`config.mk`:
```
export PLATFORM = sky130hd
export DESIGN_NAME = id_stage
export DESIGN_NICKNAME = d
export VERILOG_FILES = /design/src/rtl/id_pkg.sv /design/src/rtl/id_stage_reg_file.sv /design/src/rtl/id_stage.sv
export SDC_FILE = /design/constraint.sdc
export NUM_CORES = 2
export LEC_CHECK = 0
export CORE_ASPECT_RATIO = 1.75
export CORE_MARGIN = 3
export CORE_UTILIZATION = 55
export CTS_CLUSTER_SIZE = 10
export DETAILED_ROUTE_END_ITERATION = 6
export PLACE_DENSITY = 0.83
export SLEW_MARGIN = 20
export SYNTH_ARGS = -nofsm -noshare
export SYNTH_HDL_FRONTEND = slang
export SYNTH_SLANG_ARGS = --single-unit
```
`constraint.sdc`:
```
create_clock -name i_clk -period 37.1 [get_ports i_clk]
set_input_delay 3.71 -clock i_clk [delete_from_list [all_inputs] [get_ports i_clk]]
set_output_delay 3.71 -clock i_clk [all_outputs]
set_load 0.01 [all_outputs]
```
`src/rtl/id_pkg.sv`:
```
// id_pkg: shared decode definitions for the ID stage.
//   - MIPS opcode constants used by the decoder
//   - ALU operation class encodings carried to EX
//   - ctrl_t: control bundle registered into ID/EX
//   - decode_ctrl / reads_rt: opcode-to-control helpers
package id_pkg;

    localparam logic [5:0] OP_RTYPE = 6'h00;
    localparam logic [5:0] OP_LW    = 6'h23;
    localparam logic [5:0] OP_SW    = 6'h2B;
    localparam logic [5:0] OP_BEQ   = 6'h04;
    localparam logic [5:0] OP_BNE   = 6'h05;
    localparam logic [5:0] OP_HALT  = 6'h3F;

    localparam logic [1:0] ALUOP_ADD    = 2'd0;  // address calculation (lw/sw)
    localparam logic [1:0] ALUOP_BRANCH = 2'd1;
    localparam logic [1:0] ALUOP_RTYPE  = 2'd2;  // EX decodes funct
    localparam logic [1:0] ALUOP_ITYPE  = 2'd3;  // EX decodes opcode

    typedef struct packed {
        logic       memtoreg;
        logic       regwrite;
        logic       memwrite;
        logic       memread;
        logic       alusrc;
        logic [1:0] aluop;
    } ctrl_t;

    localparam ctrl_t CTRL_NOP = '0;

    function automatic ctrl_t decode_ctrl(input logic [5:0] opcode);
        ctrl_t c;
        c = CTRL_NOP;
        case (opcode)
            OP_RTYPE: begin
                c.regwrite = 1'b1;
                c.aluop    = ALUOP_RTYPE;
            end
            OP_LW: begin
                c.memread  = 1'b1;
                c.memtoreg = 1'b1;
                c.alusrc   = 1'b1;
                c.regwrite = 1'b1;
                c.aluop    = ALUOP_ADD;
            end
            OP_SW: begin
                c.memwrite = 1'b1;
                c.alusrc   = 1'b1;
                c.aluop    = ALUOP_ADD;
            end
            OP_BEQ, OP_BNE: c.aluop = ALUOP_BRANCH;
            OP_HALT: c = CTRL_NOP;
            default: begin
                c.regwrite = 1'b1;
                c.alusrc   = 1'b1;
                c.aluop    = ALUOP_ITYPE;
            end
        endcase
        return c;
    endfunction

    // Instructions whose rt field is a source operand (not a destination).
    function automatic logic reads_rt(input logic [5:0] opcode);
        return (opcode == OP_RTYPE) || (opcode == OP_SW) ||
               (opcode == OP_BEQ)   || (opcode == OP_BNE);
    endfunction

endpackage

```
`src/rtl/id_stage_reg_file.sv`:
```
// reg_file: 2**N_REG_BITS x N_BITS register file.
//   clk, rst            : clock, asynchronous active-high reset (clears all registers)
//   we, waddr, wdata    : write port, captured on the rising edge
//   raddr1/2, rdata1/2  : combinational read ports with write-through bypass
// With R0_ZERO set, register 0 is hard-wired to zero.
module reg_file #(
    parameter int N_BITS     = 32,
    parameter int N_REG_BITS = 5,
    parameter int R0_ZERO    = 1
) (
    input  logic                  clk,
    input  logic                  rst,
    input  logic                  we,
    input  logic [N_REG_BITS-1:0] waddr,
    input  logic [N_BITS-1:0]     wdata,
    input  logic [N_REG_BITS-1:0] raddr1,
    input  logic [N_REG_BITS-1:0] raddr2,
    output logic [N_BITS-1:0]     rdata1,
    output logic [N_BITS-1:0]     rdata2
);
    localparam int N_REGS = 2 ** N_REG_BITS;

    logic [N_BITS-1:0] regs [N_REGS];
    logic              wr_en;

    // Writes to r0 are dropped so it can never hold a non-zero value.
    assign wr_en = we && !((R0_ZERO != 0) && (waddr == '0));

    generate
        for (genvar gi = 0; gi < N_REGS; gi++) begin : g_reg
            logic [N_BITS-1:0] value_reg;
            always_ff @(posedge clk or posedge rst) begin
                if (rst)
                    value_reg <= '0;
                else if (wr_en && (waddr == N_REG_BITS'(gi)))
                    value_reg <= wdata;
            end
            assign regs[gi] = value_reg;
        end
    endgenerate

    // The bypass lets an instruction in ID see the value WB commits this cycle.
    always_comb begin
        rdata1 = regs[raddr1];
        if (wr_en && (waddr == raddr1))
            rdata1 = wdata;
        rdata2 = regs[raddr2];
        if (wr_en && (waddr == raddr2))
            rdata2 = wdata;
    end

endmodule

```
`src/rtl/id_stage.sv`:
```
// id_stage: MIPS instruction-decode stage owning the ID/EX pipeline register.
//   i_clk, i_reset          : clock, asynchronous active-high reset
//   i_valid, i_instruccion, i_pc_4 : IF/ID contents
//   i_wb_*                  : register-file write port
//   i_ex_memread, i_ex_rt   : load in EX (load-use hazard detection)
//   i_ex_*, i_mem_*         : forwarding sources, EX has priority
//   i_ex_ready              : EX accepts ID/EX this cycle
//   o_stall, o_flush, o_branch_target : combinational hazard / branch outputs
//   o_halt                  : sticky halt, cleared only by reset
//   o_valid ... o_aluop     : registered ID/EX contents
module id_stage
    import id_pkg::*;
#(
    parameter int N_BITS     = 32,
    parameter int N_REG_BITS = 5,
    parameter int R0_ZERO    = 1
) (
    input  logic                  i_clk,
    input  logic                  i_reset,
    input  logic                  i_valid,
    input  logic [N_BITS-1:0]     i_instruccion,
    input  logic [N_BITS-1:0]     i_pc_4,
    input  logic                  i_wb_we,
    input  logic [N_REG_BITS-1:0] i_wb_addr,
    input  logic [N_BITS-1:0]     i_wb_data,
    input  logic                  i_ex_memread,
    input  logic [N_REG_BITS-1:0] i_ex_rt,
    input  logic                  i_ex_we,
    input  logic [N_REG_BITS-1:0] i_ex_addr,
    input  logic [N_BITS-1:0]     i_ex_data,
    input  logic                  i_mem_we,
    input  logic [N_REG_BITS-1:0] i_mem_addr,
    input  logic [N_BITS-1:0]     i_mem_data,
    input  logic                  i_ex_ready,
    output logic                  o_stall,
    output logic                  o_flush,
    output logic [N_BITS-1:0]     o_branch_target,
    output logic                  o_halt,
    output logic                  o_valid,
    output logic [N_BITS-1:0]     o_data1,
    output logic [N_BITS-1:0]     o_data2,
    output logic [N_BITS-1:0]     o_imm,
    output logic [N_REG_BITS-1:0] o_rs,
    output logic [N_REG_BITS-1:0] o_rt,
    output logic [N_REG_BITS-1:0] o_dst,
    output logic                  o_memtoreg,
    output logic                  o_regwrite,
    output logic                  o_memwrite,
    output logic                  o_memread,
    output logic                  o_alusrc,
    output logic [1:0]            o_aluop
);
    logic [5:0]            opcode;
    logic [N_REG_BITS-1:0] rs, rt, rd, dst_next;
    logic [15:0]           imm;
    logic [N_BITS-1:0]     imm_ext, rf_data1, rf_data2, op1, op2;
    ctrl_t                 ctrl;
    logic valid_eff, is_branch, is_halt, load_use, branch_hazard, hazard, taken;

    logic                  halt_reg, valid_reg;
    logic [N_BITS-1:0]     data1_reg, data2_reg, imm_reg;
    logic [N_REG_BITS-1:0] rs_reg, rt_reg, dst_reg;
    ctrl_t                 ctrl_reg;

    assign opcode  = i_instruccion[31:26];
    assign rs      = N_REG_BITS'(i_instruccion[25:21]);
    assign rt      = N_REG_BITS'(i_instruccion[20:16]);
    assign rd      = N_REG_BITS'(i_instruccion[15:11]);
    assign imm     = i_instruccion[15:0];
    assign imm_ext = {{(N_BITS-16){imm[15]}}, imm};
    assign ctrl    = decode_ctrl(opcode);

    reg_file #(
        .N_BITS    (N_BITS),
        .N_REG_BITS(N_REG_BITS),
        .R0_ZERO   (R0_ZERO)
    ) u_reg_file (
        .clk   (i_clk),
        .rst   (i_reset),
        .we    (i_wb_we),
        .waddr (i_wb_addr),
        .wdata (i_wb_data),
        .raddr1(rs),
        .raddr2(rt),
        .rdata1(rf_data1),
        .rdata2(rf_data2)
    );

    // Operand selection: EX result, then MEM result, then register file.
    always_comb begin
        op1 = rf_data1;
        if (i_ex_we && (i_ex_addr != '0) && (i_ex_addr == rs))
            op1 = i_ex_data;
        else if (i_mem_we && (i_mem_addr != '0) && (i_mem_addr == rs))
            op1 = i_mem_data;
        op2 = rf_data2;
        if (i_ex_we && (i_ex_addr != '0) && (i_ex_addr == rt))
            op2 = i_ex_data;
        else if (i_mem_we && (i_mem_addr != '0) && (i_mem_addr == rt))
            op2 = i_mem_data;
    end

    // Once halted, the incoming instruction stream is ignored entirely.
    assign valid_eff = i_valid && !halt_reg;
    assign is_branch = (opcode == OP_BEQ) || (opcode == OP_BNE);
    assign is_halt   = (opcode == OP_HALT);

    assign load_use = valid_eff && i_ex_memread && (i_ex_rt != '0) &&
                      ((i_ex_rt == rs) || ((i_ex_rt == rt) && reads_rt(opcode)));

    // The branch compare happens in ID, too early to use a value still in EX.
    assign branch_hazard = valid_eff && is_branch && i_ex_we && (i_ex_addr != '0) &&
                           ((i_ex_addr == rs) || (i_ex_addr == rt));

    assign hazard  = load_use || branch_hazard;
    assign o_stall = hazard || !i_ex_ready;

    assign taken           = (opcode == OP_BEQ) ? (op1 == op2) : (op1 != op2);
    assign o_flush         = valid_eff && is_branch && !o_stall && taken;
    assign o_branch_target = i_pc_4 + (imm_ext << 2);

    assign dst_next = !ctrl.regwrite      ? '0 :
                      (opcode == OP_RTYPE) ? rd : rt;

    always_ff @(posedge i_clk or posedge i_reset) begin
        if (i_reset)
            halt_reg <= 1'b0;
        else if (valid_eff && is_halt && !o_stall)
            halt_reg <= 1'b1;
    end

    // Backpressure freezes ID/EX; hazards, invalid slots and halt insert bubbles.
    always_ff @(posedge i_clk or posedge i_reset) begin
        if (i_reset) begin
            valid_reg <= 1'b0;
            data1_reg <= '0;
            data2_reg <= '0;
            imm_reg   <= '0;
            rs_reg    <= '0;
            rt_reg    <= '0;
            dst_reg   <= '0;
            ctrl_reg  <= CTRL_NOP;
        end else if (i_ex_ready) begin
            if (valid_eff && !hazard && !is_halt) begin
                valid_reg <= 1'b1;
                data1_reg <= op1;
                data2_reg <= op2;
                imm_reg   <= imm_ext;
                rs_reg    <= rs;
                rt_reg    <= rt;
                dst_reg   <= dst_next;
                ctrl_reg  <= ctrl;
            end else begin
                valid_reg <= 1'b0;
                data1_reg <= '0;
                data2_reg <= '0;
                imm_reg   <= '0;
                rs_reg    <= '0;
                rt_reg    <= '0;
                dst_reg   <= '0;
                ctrl_reg  <= CTRL_NOP;
            end
        end
    end

    assign o_halt     = halt_reg;
    assign o_valid    = valid_reg;
    assign o_data1    = data1_reg;
    assign o_data2    = data2_reg;
    assign o_imm      = imm_reg;
    assign o_rs       = rs_reg;
    assign o_rt       = rt_reg;
    assign o_dst      = dst_reg;
    assign o_memtoreg = ctrl_reg.memtoreg;
    assign o_regwrite = ctrl_reg.regwrite;
    assign o_memwrite = ctrl_reg.memwrite;
    assign o_memread  = ctrl_reg.memread;
    assign o_alusrc   = ctrl_reg.alusrc;
    assign o_aluop    = ctrl_reg.aluop;

endmodule

```
==> reports/metrics.csv <==
stage,metric,value,unit
clock_network,path_clk_slew,0.05,ns
finish,fillers,8253,
power,p_total,3.67,mW
sta,rsz0062_at_grt,no,
global_routing,first_global_vias,48776,
sta,setup_violations,0,
finish,drive_gt1_share,37.0,%
detailed_routing,dr.pass1.iters,7,
placed_design,io_buffers,337,
floorplanning,rows,163,
clock_network,cts_hold_buf,0,
worst_setup_path,crit_fanout,17,
placed_design,place.gp.congestion,1.02,
synthesis,seq_area_frac_synth,44.8,%
sta,finalHoldViolCount,0,
floorplanning,chipHeight,453,um
global_routing,grtUsageTotal,41.0,%
placed_design,dpl_cell_area,0.0667,mm2
synthesis,synth_area,0.0629,mm2
detailed_routing,vias,48162,
sta,slew_viol_final,0,
global_routing,antenna_found_initial,18,
placed_design,dp_hpwl,149,mm
synthesis,yosysWarnings,0,
global_routing,grt_max_degree,175,
worst_setup_path,required,33.39,ns
sta,setup_tns,0,ns
clock_network,htreeDepth,4,
outcome,violations,DRC,
sta,timing.final.crit_share,39.2,%
power,p_leak,30.1,nW
detailed_routing,ant_nets,0,
finish,final_nets,4965,
global_routing,grt_overflow,0,
floorplanning,die_w,262,um
global_routing,grt_pass1_wl,344,mm
sta,fin_skew,0.0302,ns
floorplanning,core-area,0.113,mm2
run,drv_cap,0,
synthesis,netlist-cell-type-count,94,
floorplanning,initial_utilization,55.6,%
clock_network,cts_resized,0,
worst_setup_path,worstSetupStartpointType,input pin,
worst_setup_path,path_class,in -> out,
power,power_frac_comb,23.6,%
power,p_clk_share,31.7,%
synthesis,syn_nets,4869,
worst_setup_path,critPathCaptureType,output port,
synthesis,synth_most_common_cell,dfrtp_1,
power,p_int,2.57,mW
finish,area_growth,11.9,%
detailed_routing,avgViaCountPerCell,7.69,
synthesis,synthTopCellsByCount,"1,127 x dfrtp_1, 938 x mux2_2, 441 x mux4_2",
power,p_switching,1.10,mW
floorplanning,io_pins,342,
worst_setup_path,critical_path_arrival,10.85,ns
sta,period_needed,14.56,ns
synthesis,synth-seq-cells,1127,
finish,fin_area,0.0704,mm2
outcome,outcome,"complete, but fails checks",
clock_network,cts_buffers,131,
power,vdd.ir_drop.worst,49.0,uV
clock_network,postCtsSetupBuffers,0,
detailed_routing,wl_per_cell,38.9,um
detailed_routing,routed_wl,243,mm
power,p_sw_share,30.0,%
finish,fin_util,62.2,%
floorplanning,dieArea,0.119,mm2
sta,fmax,0.0687,GHz
synthesis,ys_async_sr_fraction,100,%
sta,slew-limit-headroom,15.8,%
detailed_routing,route.detailed.drc,1,
clock_network,clock_sinks,1127,
finish,largest_reg_flops,1024,
clock_network,clock_path_buffers,3,
synthesis,netlist_top_cells_area,"dfrtp_1 45%, mux2_2 17%, mux4_2 16%, mux2i_1 2.3%, clkbuf_1 1.6%",
sta,hold_ws,0.394,ns
clock_network,cts_tree,built,
synthesis,post-synth-top-area-cell,dfrtp_1,
synthesis,synth_edf_count,0,
power,powerDensity,52.2,mW/mm2
clock_network,clk_latency,0.78,ns
synthesis,yosysTopAreaCellShare,44.8,%
synthesis,synthesis.instances,4651,
clock_network,root_buffer,clkbuf_16,
power,seqPwrFrac,44.7,%
synthesis,ys.flop_type,dfrtp_1,
detailed_routing,first_iter_violations,7005,
min_path,min_path_type,reg -> reg,
synthesis,syn_area_per_cell,13.5,um2
sta,tightest_slew,1.26,ns
[power by group through the flow]
| stage | clock (mW) | combinational (mW) | sequential, mW |
|---|---|---|---|
| 2_1_floorplan | 0 | 0.594 | 1.59 |
| 3_3_place_gp | 0 | 0.814 | 1.62 |
| 3_5_place_dp | 0 | 0.838 | 1.65 |
| 4_1_cts | 1.16 | 0.845 | 1.63 |
| 5_1_grt | 1.21 | 0.906 | 1.66 |
| 6_report | 1.17 | 0.868 | 1.64 |
[cell families after synthesis]
logic type / Yosys count / share of synthesized area, %
multiplexers: 1549 / 35.9
flip-flops: 1127 / 44.8
AO/OA/AOI/OAI: 670 / 7.80
AND/OR/NAND/NOR: 639 / 5.01
buffers and inverters: 543 / 4.49
XOR/XNOR: 93 / 1.31
adder cells (fa/ha/maj): 30 / 0.609
[through the flow]
step,worst slack (ns),cells
6_report,22.54,6264
5_1_grt,22.69,6256
4_1_cts,23.06,6249
3_5_place_dp,23.10,6096
3_3_place_gp,23.04,6096
2_1_floorplan,1.65,4651
[worst max-delay path, cell delays in order]
cell             delay [ns]
clkdlybuf4s50_1        0.88
or4_4                  0.74
o21a_1                 0.23
nand4_1                0.08
buf_4                  0.36
nand3_1                0.93
o32ai_1                1.21
xor2_1                 0.14
nor4_1                 0.39
nand4_1                0.32
or4_1                  0.57
a211oi_1               0.59
clkdlybuf4s50_1        0.68
[area by class of cell]
| type | instances | area, um2 | share of cell area (%) |
|---|---|---|---|
| flip-flops and latches | 1127 | 28200 | 40.1 |
| repair buffers | 464 | 4400 | 6.25 |
| diodes | 12 | 30.0 | 0.0427 |
| clock buffers | 143 | 3460 | 4.91 |
| multi-input cells | 2981 | 32200 | 45.7 |
| inverters | 42 | 166 | 0.236 |
| clock inverters | 10 | 129 | 0.183 |
| well taps | 1485 | 1860 | 2.64 |
[path summary, 6_finish.rpt]
path / slack (ns) / to / start / cells after the start
max in group asynchronous: 29.67 / u_reg_file.g_reg[3].value_reg[20] / i_reset / 6
hold reg to reg: 0.39 / u_reg_file.g_reg[0].value_reg[21] / u_reg_file.g_reg[0].value_reg[21] / 0
setup / recovery: 22.54 / o_flush / i_wb_addr[1] / 13
min in group asynchronous: 3.50 / u_reg_file.g_reg[13].value_reg[25] / i_reset / 2
setup reg to reg: 34.37 / o_data1[22] / u_reg_file.g_reg[8].value_reg[22] / 6
hold / removal: 0.39 / u_reg_file.g_reg[0].value_reg[21] / u_reg_file.g_reg[0].value_reg[21] / 0
[cell usage in the layout, fill, tap and decap left out, types with 18 or more instances in the layout]
cell	synthesis	layout
nor3_1	94	88
nand3_1	53	48
nor2_1	148	135
mux2_2	938	938
xor2_1	31	31
nand4_1	31	31
o21ai_0	105	104
a311oi_1	41	41
clkdlybuf4s50_1	0	321
mux2i_1	144	144
inv_1	42	39
a21oi_1	52	51
a221oi_1	20	20
buf_4	81	119
o2111ai_1	18	18
ha_1	29	29
o2bb2ai_1	29	29
o22ai_1	97	97
nor2b_1	21	20
nand2b_1	27	27
a22o_1	89	89
mux4_2	441	441
clkbuf_16	0	135
dfrtp_1	1127	1127
nand2_1	173	161
mux4_1	21	21
a22oi_1	89	89
xnor2_1	61	61
[routing by layer]
layer | share of wire [%] | global-route usage, % | vias to the layer above
met5 | 0.036 | 0 | -
met4 | 12 | 37.7 | 12
met3 | 14 | 15.7 | 1427
met2 | 43 | 59.2 | 4366
met1 | 31 | 46.8 | 24329
li1 | - | - | 18028
Note: power is estimated with default switching activity, not from simulation.
